[config.mk]
export PLATFORM = sky130hd
export DESIGN_NAME = issue_scoreboard_flat
export DESIGN_NICKNAME = d
export VERILOG_FILES = /design/src/rtl/issue_scoreboard_if.sv /design/src/rtl/issue_scoreboard.sv /design/src/flat_wrapper.sv
export SDC_FILE = /design/constraint.sdc
export NUM_CORES = 1
export LEC_CHECK = 0
export CAP_MARGIN = 0
export CORE_MARGIN = 2
export CORE_UTILIZATION = 55
export CTS_BUF_LIST = sky130_fd_sc_hd__clkbuf_16
export CTS_CLUSTER_DIAMETER = 200
export DETAILED_ROUTE_END_ITERATION = 10
export PLACE_DENSITY = 0.81
export SYNTH_ARGS = -nofsm -noshare
export SYNTH_HDL_FRONTEND = slang
export SYNTH_SLANG_ARGS = --single-unit
[constraint.sdc]
create_clock -name clk -period 9.2 [get_ports clk]
set_input_delay 1.38 -clock clk [delete_from_list [all_inputs] [get_ports clk]]
set_output_delay 1.38 -clock clk [all_outputs]
set_load 0.01 [all_outputs]
[src/rtl/issue_scoreboard_if.sv]
// Bundle, writeback-tag and hazard-status signals between decode and the issue scoreboard.
// The master drives the bundle and tags; the slave (scoreboard) returns stall/fire/busy/count.
interface issue_scoreboard_if #(
  parameter int NREG = 32,
  parameter int TAGW = 5,
  parameter int CNTW = 16
);
  logic            bundle_valid;
  logic            ext_stall;
  logic            flush;
  logic [TAGW-1:0] a0_src0, a0_src1;
  logic [TAGW-1:0] a1_src0, a1_src1;
  logic [TAGW-1:0] m_src0, m_src1;
  logic [TAGW-1:0] ls_src0, ls_src1, ls_src2;
  logic [TAGW-1:0] a0_dst, a1_dst, m_dst, ls_dst;
  logic [TAGW-1:0] a0_tag, a1_tag, m_tag, ls_tag;
  logic            issue_stall;
  logic            issue_fire;
  logic [NREG-1:0] busy;
  logic [CNTW-1:0] stall_cnt;

  modport master (
    output bundle_valid, ext_stall, flush,
    output a0_src0, a0_src1, a1_src0, a1_src1, m_src0, m_src1,
    output ls_src0, ls_src1, ls_src2,
    output a0_dst, a1_dst, m_dst, ls_dst,
    output a0_tag, a1_tag, m_tag, ls_tag,
    input  issue_stall, issue_fire, busy, stall_cnt
  );

  modport slave (
    input  bundle_valid, ext_stall, flush,
    input  a0_src0, a0_src1, a1_src0, a1_src1, m_src0, m_src1,
    input  ls_src0, ls_src1, ls_src2,
    input  a0_dst, a1_dst, m_dst, ls_dst,
    input  a0_tag, a1_tag, m_tag, ls_tag,
    output issue_stall, issue_fire, busy, stall_cnt
  );
endinterface

[src/rtl/issue_scoreboard.sv]
// Per-register busy scoreboard for a 4-slot bundle: 0-cycle issue when hazard-free, busy visible next edge.
// Holds the bundle (issue_stall) on RAW/WAW/duplicate-dst hazards; ext_stall and flush only suppress fire.
module issue_scoreboard #(
  parameter int NREG = 32,
  parameter int TAGW = 5,
  parameter int CNTW = 16
) (
  input logic          clk,
  input logic          rst_n,
  issue_scoreboard_if.slave sb
);

  logic [NREG-1:0] busy_q, busy_d, set_vec, clr_vec;
  logic [CNTW-1:0] cnt_q;
  logic [TAGW-1:0] srcs [9];
  logic [TAGW-1:0] dsts [4];
  logic [TAGW-1:0] tags [4];
  logic            raw, waw, dup, stall, fire;

  always_comb begin
    srcs = '{sb.a0_src0, sb.a0_src1, sb.a1_src0, sb.a1_src1, sb.m_src0, sb.m_src1,
             sb.ls_src0, sb.ls_src1, sb.ls_src2};
    dsts = '{sb.a0_dst, sb.a1_dst, sb.m_dst, sb.ls_dst};
    tags = '{sb.a0_tag, sb.a1_tag, sb.m_tag, sb.ls_tag};
  end

  always_comb begin
    raw = 1'b0;
    waw = 1'b0;
    dup = 1'b0;
    for (int i = 0; i < 9; i++)
      if (srcs[i] != '0 && busy_q[srcs[i]]) raw = 1'b1;
    for (int i = 0; i < 4; i++) begin
      if (dsts[i] != '0 && busy_q[dsts[i]]) waw = 1'b1;
      for (int j = i + 1; j < 4; j++)
        if (dsts[i] != '0 && dsts[i] == dsts[j]) dup = 1'b1;
    end
  end

  assign stall = sb.bundle_valid & (raw | waw | dup);
  assign fire  = sb.bundle_valid & ~stall & ~sb.ext_stall & ~sb.flush;

  // A new producer's set wins over a same-cycle writeback clear of the same register.
  always_comb begin
    set_vec = '0;
    clr_vec = '0;
    for (int i = 0; i < 4; i++) begin
      if (fire) set_vec[dsts[i]] = 1'b1;
      clr_vec[tags[i]] = 1'b1;
    end
    busy_d = set_vec | (busy_q & ~clr_vec);
    if (sb.flush) busy_d = '0;
    busy_d[0] = 1'b0;
  end

  always_ff @(posedge clk or negedge rst_n) begin
    if (!rst_n) begin
      busy_q <= '0;
      cnt_q  <= '0;
    end else begin
      busy_q <= busy_d;
      if (stall && cnt_q != '1) cnt_q <= cnt_q + CNTW'(1);
    end
  end

  assign sb.issue_stall = stall;
  assign sb.issue_fire  = fire;
  assign sb.busy        = busy_q;
  assign sb.stall_cnt   = cnt_q;

endmodule
[src/flat_wrapper.sv]
// flat-port wrapper written by rule: the top's interface ports become plain ports
module issue_scoreboard_flat 
#(
  parameter int NREG = 32,
  parameter int TAGW = 5,
  parameter int CNTW = 16
)
  (clk, rst_n, sb_bundle_valid, sb_ext_stall, sb_flush, sb_a0_src0, sb_a0_src1, sb_a1_src0, sb_a1_src1, sb_m_src0, sb_m_src1, sb_ls_src0, sb_ls_src1, sb_ls_src2, sb_a0_dst, sb_a1_dst, sb_m_dst, sb_ls_dst, sb_a0_tag, sb_a1_tag, sb_m_tag, sb_ls_tag, sb_issue_stall, sb_issue_fire, sb_busy, sb_stall_cnt);
  issue_scoreboard_if #(.NREG(NREG), .TAGW(TAGW), .CNTW(CNTW)) sb_i ();
  input logic clk;
  input logic rst_n;
  input wire logic [$bits(sb_i.bundle_valid)-1:0] sb_bundle_valid;
  input wire logic [$bits(sb_i.ext_stall)-1:0] sb_ext_stall;
  input wire logic [$bits(sb_i.flush)-1:0] sb_flush;
  input wire logic [$bits(sb_i.a0_src0)-1:0] sb_a0_src0;
  input wire logic [$bits(sb_i.a0_src1)-1:0] sb_a0_src1;
  input wire logic [$bits(sb_i.a1_src0)-1:0] sb_a1_src0;
  input wire logic [$bits(sb_i.a1_src1)-1:0] sb_a1_src1;
  input wire logic [$bits(sb_i.m_src0)-1:0] sb_m_src0;
  input wire logic [$bits(sb_i.m_src1)-1:0] sb_m_src1;
  input wire logic [$bits(sb_i.ls_src0)-1:0] sb_ls_src0;
  input wire logic [$bits(sb_i.ls_src1)-1:0] sb_ls_src1;
  input wire logic [$bits(sb_i.ls_src2)-1:0] sb_ls_src2;
  input wire logic [$bits(sb_i.a0_dst)-1:0] sb_a0_dst;
  input wire logic [$bits(sb_i.a1_dst)-1:0] sb_a1_dst;
  input wire logic [$bits(sb_i.m_dst)-1:0] sb_m_dst;
  input wire logic [$bits(sb_i.ls_dst)-1:0] sb_ls_dst;
  input wire logic [$bits(sb_i.a0_tag)-1:0] sb_a0_tag;
  input wire logic [$bits(sb_i.a1_tag)-1:0] sb_a1_tag;
  input wire logic [$bits(sb_i.m_tag)-1:0] sb_m_tag;
  input wire logic [$bits(sb_i.ls_tag)-1:0] sb_ls_tag;
  output wire logic [$bits(sb_i.issue_stall)-1:0] sb_issue_stall;
  output wire logic [$bits(sb_i.issue_fire)-1:0] sb_issue_fire;
  output wire logic [$bits(sb_i.busy)-1:0] sb_busy;
  output wire logic [$bits(sb_i.stall_cnt)-1:0] sb_stall_cnt;
  assign sb_i.bundle_valid = sb_bundle_valid;
  assign sb_i.ext_stall = sb_ext_stall;
  assign sb_i.flush = sb_flush;
  assign sb_i.a0_src0 = sb_a0_src0;
  assign sb_i.a0_src1 = sb_a0_src1;
  assign sb_i.a1_src0 = sb_a1_src0;
  assign sb_i.a1_src1 = sb_a1_src1;
  assign sb_i.m_src0 = sb_m_src0;
  assign sb_i.m_src1 = sb_m_src1;
  assign sb_i.ls_src0 = sb_ls_src0;
  assign sb_i.ls_src1 = sb_ls_src1;
  assign sb_i.ls_src2 = sb_ls_src2;
  assign sb_i.a0_dst = sb_a0_dst;
  assign sb_i.a1_dst = sb_a1_dst;
  assign sb_i.m_dst = sb_m_dst;
  assign sb_i.ls_dst = sb_ls_dst;
  assign sb_i.a0_tag = sb_a0_tag;
  assign sb_i.a1_tag = sb_a1_tag;
  assign sb_i.m_tag = sb_m_tag;
  assign sb_i.ls_tag = sb_ls_tag;
  assign sb_issue_stall = sb_i.issue_stall;
  assign sb_issue_fire = sb_i.issue_fire;
  assign sb_busy = sb_i.busy;
  assign sb_stall_cnt = sb_i.stall_cnt;
  issue_scoreboard #(.NREG(NREG), .TAGW(TAGW), .CNTW(CNTW)) u_core (.clk(clk), .rst_n(rst_n), .sb(sb_i));
endmodule
==> reports/qor.yml, run 1 <==
mostFrequentLayoutCells: "clkdlybuf4s50_1 (137), mux4_2 (73), nand2_1 (60), dfrtp_1 (47), a221oi_1 (44)"
drtIter0Drc: 1429
vias: 8986
cp-start-kind: "input pin"
grt_pass1_wl_mm: 49.3
cts_root_buf: "clkbuf_16"
hp-class: "reg -> reg"
setup_viol: 0
reg2reg_slack_ns: 5.45
synth_area_leader_cell: "mux4_2"
die_w_um: 124
postCtsSetupRepairBufs: 0
routedWlPerCell_um: 29.1
layout_min_cycle_time_ns: 6.87
hold-worst-slack_ns: 0.508
antenna_left: 0
internal_power_mw: 0.492
via_per_inst: 7.91
reg2reg_from: "u_core.sb.busy[14]"
synth_seq_area_share_pct: 14.9
path_class: "in -> out"
hold_violations: 0
cp.arrival_ns: 5.49
maxCapViolations: 1
avgSynthCellArea_um2: 8.64
finalClockSkew_ns: 0.0127
antenna_found_initial: 0
required_ns: 7.82
grtUsageTotal_pct: 43.0
place_congestion: 1.04
cts_max_path_buffers: 2
clkLatencyLatePin_ns: 0.30
hold_path.startpoint: "u_core.sb.stall_cnt[11]"
irDropWorstVdd_v: 0.0000642
synth_nets: 1008
max_freq_ghz: 0.146
start_util_pct: 56.6
postLayoutCoreUtil_pct: 66.4
drive_gt1_share_pct: 12.7
relSlewSlack_pct: 0.486
ys_ff_latch: 47
pwr-share-clk_pct: 28.0
numCtsBuffers: 5
cp-startpoint: "sb_ls_dst[0]"
grt_pass1_vias: 8399
cts_resized: 0
drc_errors: 0
leakagePower_nw: 3.14
diodes: 0
coreArea_um2: 14000
synthCells: 917
clkTransAtPathRegs_ns: 0.06
finalCritPeriodShare_pct: 74.7
slew_viol_final: 0
violations: "capacitance limit"
cts_tree: "done"
rsz0062_at_grt: "false"
worst-path-max-fanout: 32
fillCellCount: 1160
grt_start_max_net_pins: 48
drtPass1Iterations: 7
pin_count: 140
yosys-top-cells-area: "mux4_2 (21%), dfrtp_1 (15%), a221oi_1 (4.9%)"
final_common_cell: "clkdlybuf4s50_1"
async_flop_share_pct: 100
hold_buffers: 0
cts_htree_levels: 2
die_h_um: 124
switchingPower_mw: 0.276
synthFlopType: "dfrtp_1"
port_buffers: 138
area_growth_pct: 17.3
powerDensity_nw_per_um2: 82.6
finalWirelength_mm: 33.0
nets: 1046
crit_path_end_kind: "primary output"
yosys.area.top_type_share_pct: 20.8
timing.setup.tns_ns: 0
switching_share_pct: 35.9
status: "finished with violations"
synthesis.area_um2: 7920
pwr-share-seq_pct: 32.3
grt_overflow: 0
row_count: 43
cts_sinks: 47
tightest_slew_ns: 1.46
combPwrFrac_pct: 39.7
yosys_warnings: 0
ys_types: 60
dieArea_um2: 15400
hpwl_mm: 22.5
synth_edf_count: 0
[metrics by stage]
stage / std cells / total power [mW] / area [um^2] / setup slack [ns]
floorplan: 917 / 0.415 / 7920 / 3.77
global placement: 1128 / 0.545 / 9120 / 2.42
detailed placement: 1128 / 0.548 / 9120 / 2.40
CTS: 1136 / 0.759 / 9290 / 2.39
global route: 1136 / 0.797 / 9290 / 2.07
finish: 1136 / 0.768 / 9290 / 2.33
[critical path, stage by stage]
cell and delay, ns:
clkdlybuf4s50_1 1.21, mux4_2 0.60, inv_1 0.06, a2111oi_0 0.14, a2111oi_0 0.45, nand4_1 0.22
nor4_2 0.39, nand4_1 0.16, buf_4 0.26, inv_1 0.08, clkdlybuf4s50_1 0.52
[cell usage after synthesis, types with 4 or more instances]
cell type / count
and3_1: 16
a2111oi_0: 15
nand2_1: 60
o22ai_1: 27
and3b_1: 10
buf_1: 16
nor3_1: 18
xnor2_1: 29
xor2_1: 13
o2111ai_1: 6
and2_1: 8
clkbuf_1: 87
nand3_1: 30
nor4_1: 8
inv_1: 17
a22o_1: 18
a21oi_1: 24
dfrtp_1: 47
a221oi_1: 44
mux4_2: 73
nor3b_1: 29
nand4b_1: 22
or3b_2: 4
nand2b_1: 25
buf_2: 8
a31oi_1: 5
o21ai_0: 33
nand3b_1: 13
nor2b_1: 35
a22oi_1: 9
nor2_1: 38
nand4_1: 26
or3_1: 4
a211oi_1: 4
mux2i_1: 28
mux2_2: 24
[state kept, by name, summed over array words and instances, names as in the netlist]
| register | cells |
|---|---|
| u_core.sb.stall_cnt | 16 |
| u_core.sb.busy | 31 |
[logic make-up (layout without fill, tap and decap cells)]
family	count (synthesis)	in the layout	share of synthesized area, %
XOR/XNOR	42	42	4.65
multiplexers	126	126	27.9
adder cells (fa/ha/maj)	1	1	0.158
flip-flops	47	47	14.9
AND/OR/NAND/NOR	360	360	26.7
buffers and inverters	129	168	6.29
AO/OA/AOI/OAI	211	211	19.4
other	1	1	0.0474
[power by group through the flow]
stage          logic (mW)  clock network, mW  registers (mW)
2_1_floorplan       0.166                  0           0.249
6_report            0.305              0.215           0.248
5_1_grt             0.324              0.223           0.250
3_5_place_dp        0.297                  0           0.251
3_3_place_gp        0.297                  0           0.249
4_1_cts             0.299              0.213           0.247
[layer usage]
layer,wire (um),track usage [%]
met1,12000,57.9
met4,1730,20.7
met3,5070,13.0
met2,14200,63.1
met5,0,0
[layout make-up]
cell class	instances	area [um^2]	area share (%)
multi-input combinational	741	6240	67.2
tap	180	225	2.42
clock inverter	3	43.8	0.471
inverter	17	63.8	0.687
timing repair buffer	143	1410	15.2
sequential	47	1180	12.7
clock buffer	5	125	1.35
[path summary, 6_finish.rpt]
path,cells after the start,end
min in group asynchronous,1,u_core.sb.stall_cnt[9]
worst min-delay path,1,u_core.sb.stall_cnt[11]
worst max register to register,9,u_core.sb.stall_cnt[1]
worst min register to register,1,u_core.sb.stall_cnt[11]
worst max-delay path,11,sb_issue_fire
max in group asynchronous,1,u_core.sb.busy[14]
Power figures use the tool's default switching activity.
==> run 2: changes to the inputs <==
- clock period: 9.2 -> 6.6 ns (I/O delays scaled with it)
==> run 2 against run 1 <==
  * The run now ends clean
  * Combinational power is 41% higher
  * Count of clock-buffer cells in the layout stayed put
  * Worst hold slack got worse by 0.012 ns
  * First-iteration DRC count grew 13%
  * Sequential share of layout area fell by 0.10 points
  * Flip-flop and latch count unchanged
  * Largest cell class unchanged
  * Largest power group unchanged
  * Highest routed layer unchanged
==> reports/qor.yml, run 2 (same netlist as run 1, synthesis figures left out) <==
routedWlPerCell_um: 28.1  # was 29.1 um
diodes: 0  # unchanged
finalClockSkew_ns: 0.0107  # was 0.0127 ns
reg2reg_from: "u_core.sb.busy[13]"  # was u_core.sb.busy[14]
row_count: 43  # unchanged
finalWirelength_mm: 32.3  # was 33.0 mm
leakagePower_nw: 3.18  # was 3.14 nW
hold_violations: 0  # unchanged
final_cells: 1148  # was 1136
powerDensity_nw_per_um2: 111  # was 82.6 nW/um^2
status: "finished, final reports clean"  # was finished with violations
grt_overflow: 0  # unchanged
cts_htree_levels: 2  # unchanged
nets: 1058  # was 1046
antenna_left: 0  # unchanged
rsz0062_at_grt: "false"  # unchanged
finalPower_mw: 1.04  # was 0.768 mW
path_cells: "clkdlybuf4s50_1 > mux2_2 > a222oi_1 > a21oi_1 > or4_1 > or4_1 > nor4_2 > nand4_1 > inv_1 > clkdlybuf4s50_1"  # was clkdlybuf4s50_1 > mux4_2 > inv_1 > a2111oi_0 > a2111oi_0 > nand4_1 > nor4_2 > nand4_1 > buf_4 > inv_1 > clkdlybuf4s50_1
start_util_pct: 56.6  # unchanged
drive_gt1_share_pct: 13.7  # was 12.7%
clkLatencyLatePin_ns: 0.30  # about the same
hold_path.startpoint: "u_core.sb.stall_cnt[13]"  # was u_core.sb.stall_cnt[11]
required_ns: 5.61  # was 7.82 ns
largest_register_ffs: 31  # unchanged
pin_count: 140  # unchanged
drtIter0Drc: 1612  # was 1429
grt_pass1_vias: 8283  # was 8399
finalCritPeriodShare_pct: 88.4
timing.setup.tns_ns: 0  # unchanged
cp_slowest_cell: "clkdlybuf4s50_1"  # unchanged
post-place-cells: 1140  # was 1128
dieArea_um2: 15400  # unchanged
mostFrequentLayoutCells: "clkdlybuf4s50_1 (137), mux4_2 (73), nand2_1 (60), dfrtp_1 (47), a221oi_1 (44)"  # unchanged
die_w_um: 124  # unchanged
drc_errors: 0  # unchanged
relSlewSlack_pct: 30.2  # was 0.486%
cpPeakStageDelay_ns: 0.86  # was 1.21 ns
grtUsageTotal_pct: 41.8  # was 43.0%
path_class: "in -> out"  # unchanged
cts_tree: "done"  # unchanged
port_buffers: 138  # unchanged
reg2reg_slack_ns: 2.71  # was 5.45 ns
grt_start_max_net_pins: 48  # unchanged
slew_viol_final: 0  # unchanged
cts_root_buf: "clkbuf_16"  # unchanged
die_h_um: 124  # unchanged
cp.arrival_ns: 4.84  # was 5.49 ns
antenna_found_initial: 1  # was 0
layout_min_cycle_time_ns: 5.83
max_freq_ghz: 0.171
hpwl_mm: 21.9  # was 22.5 mm
numCtsBuffers: 5  # unchanged
cts_max_path_buffers: 2  # unchanged
cts_resized: 0  # unchanged
postCtsSetupRepairBufs: 0  # unchanged
hold_buffers: 0  # unchanged
hp-class: "reg -> reg"  # unchanged
tightest_slew_ns: 1.05  # was 1.46 ns
clkTransAtPathRegs_ns: 0.07  # was 0.06 ns
via_per_inst: 7.78  # was 7.91
place_congestion: 1.04  # about the same
grt_pass1_wl_mm: 48.3  # was 49.3 mm
crit_path_end_kind: "primary output"  # unchanged
coreArea_um2: 14000  # unchanged
cts_sinks: 47  # unchanged
setup_viol: 0  # unchanged
area_growth_pct: 18.3  # was 17.3%
final_common_cell: "clkdlybuf4s50_1"  # unchanged
cp-start-kind: "input pin"  # unchanged
cp-startpoint: "sb_ls_dst[1]"  # was sb_ls_dst[0]
postLayoutCoreUtil_pct: 67.0  # was 66.4%
drtPass1Iterations: 6  # was 7
irDropWorstVdd_v: 0.000165  # was 0.0000642 V
maxCapViolations: 0  # was 1
vias: 8927  # was 8986
worst-path-max-fanout: 12  # was 32
[run 2: layout make-up]
| class | instances | area (um^2) |
|---|---|---|
| multi-input combinational | 741 | 6240 |
| fill | 1215 | 4620 |
| timing repair buffer | 155 | 1500 |
| sequential | 47 | 1180 |
| tap | 180 | 225 |
| clock buffer | 5 | 125 |
| inverter | 17 | 63.8 |
| clock inverter | 3 | 27.5 |
[run 2: path summary, 6_finish.rpt]
path,endpoint,depth (start not counted)
worst max-delay path,sb_issue_fire,10
worst min-delay path,u_core.sb.stall_cnt[13],1
worst max register to register,u_core.sb.stall_cnt[1],10
worst min register to register,u_core.sb.stall_cnt[13],1
max in group asynchronous,u_core.sb.busy[17],1
min in group asynchronous,u_core.sb.stall_cnt[13],1
[run 2: metrics by stage]
step | setup WS (ns) | hold slack (ns) | area (um^2)
after floorplan | 1.95 | 0.519 | 7920
final | 0.766 | 0.496 | 9370
after CTS | 0.764 | 0.497 | 9370
after global routing | 0.505 | 0.513 | 9370
after global placement | 0.830 | 0.478 | 9210
after detailed placement | 0.780 | 0.485 | 9210
[run 2: metal layers]
metal  up-vias  routed length (um)  track usage (%)  share of wire (%)
li1       3733                   -                -                  -
met1      4216               12200             58.1                 38
met2       815               13800             62.4                 43
met3       163                4540             9.25                 14
met4         0                1710             19.0                5.3
met5         -                   0                0                  0
[run 2: report_power, final]
group	internal (mW)	leakage, nW	total, mW	switching (mW)
combinational	0.203	2.46	0.430	0.227
sequential	0.309	0.645	0.344	0.0345
clock	0.145	0.0723	0.267	0.123
total	0.657	3.18	1.04	0.384
[run 2: worst max-delay path: cells and delay by family]
family	cells	cell delay [ns]
AND/OR/NAND/NOR	4	1.51
buffers and inverters	3	1.48
AO/OA/AOI/OAI	2	0.45
multiplexers	1	0.40
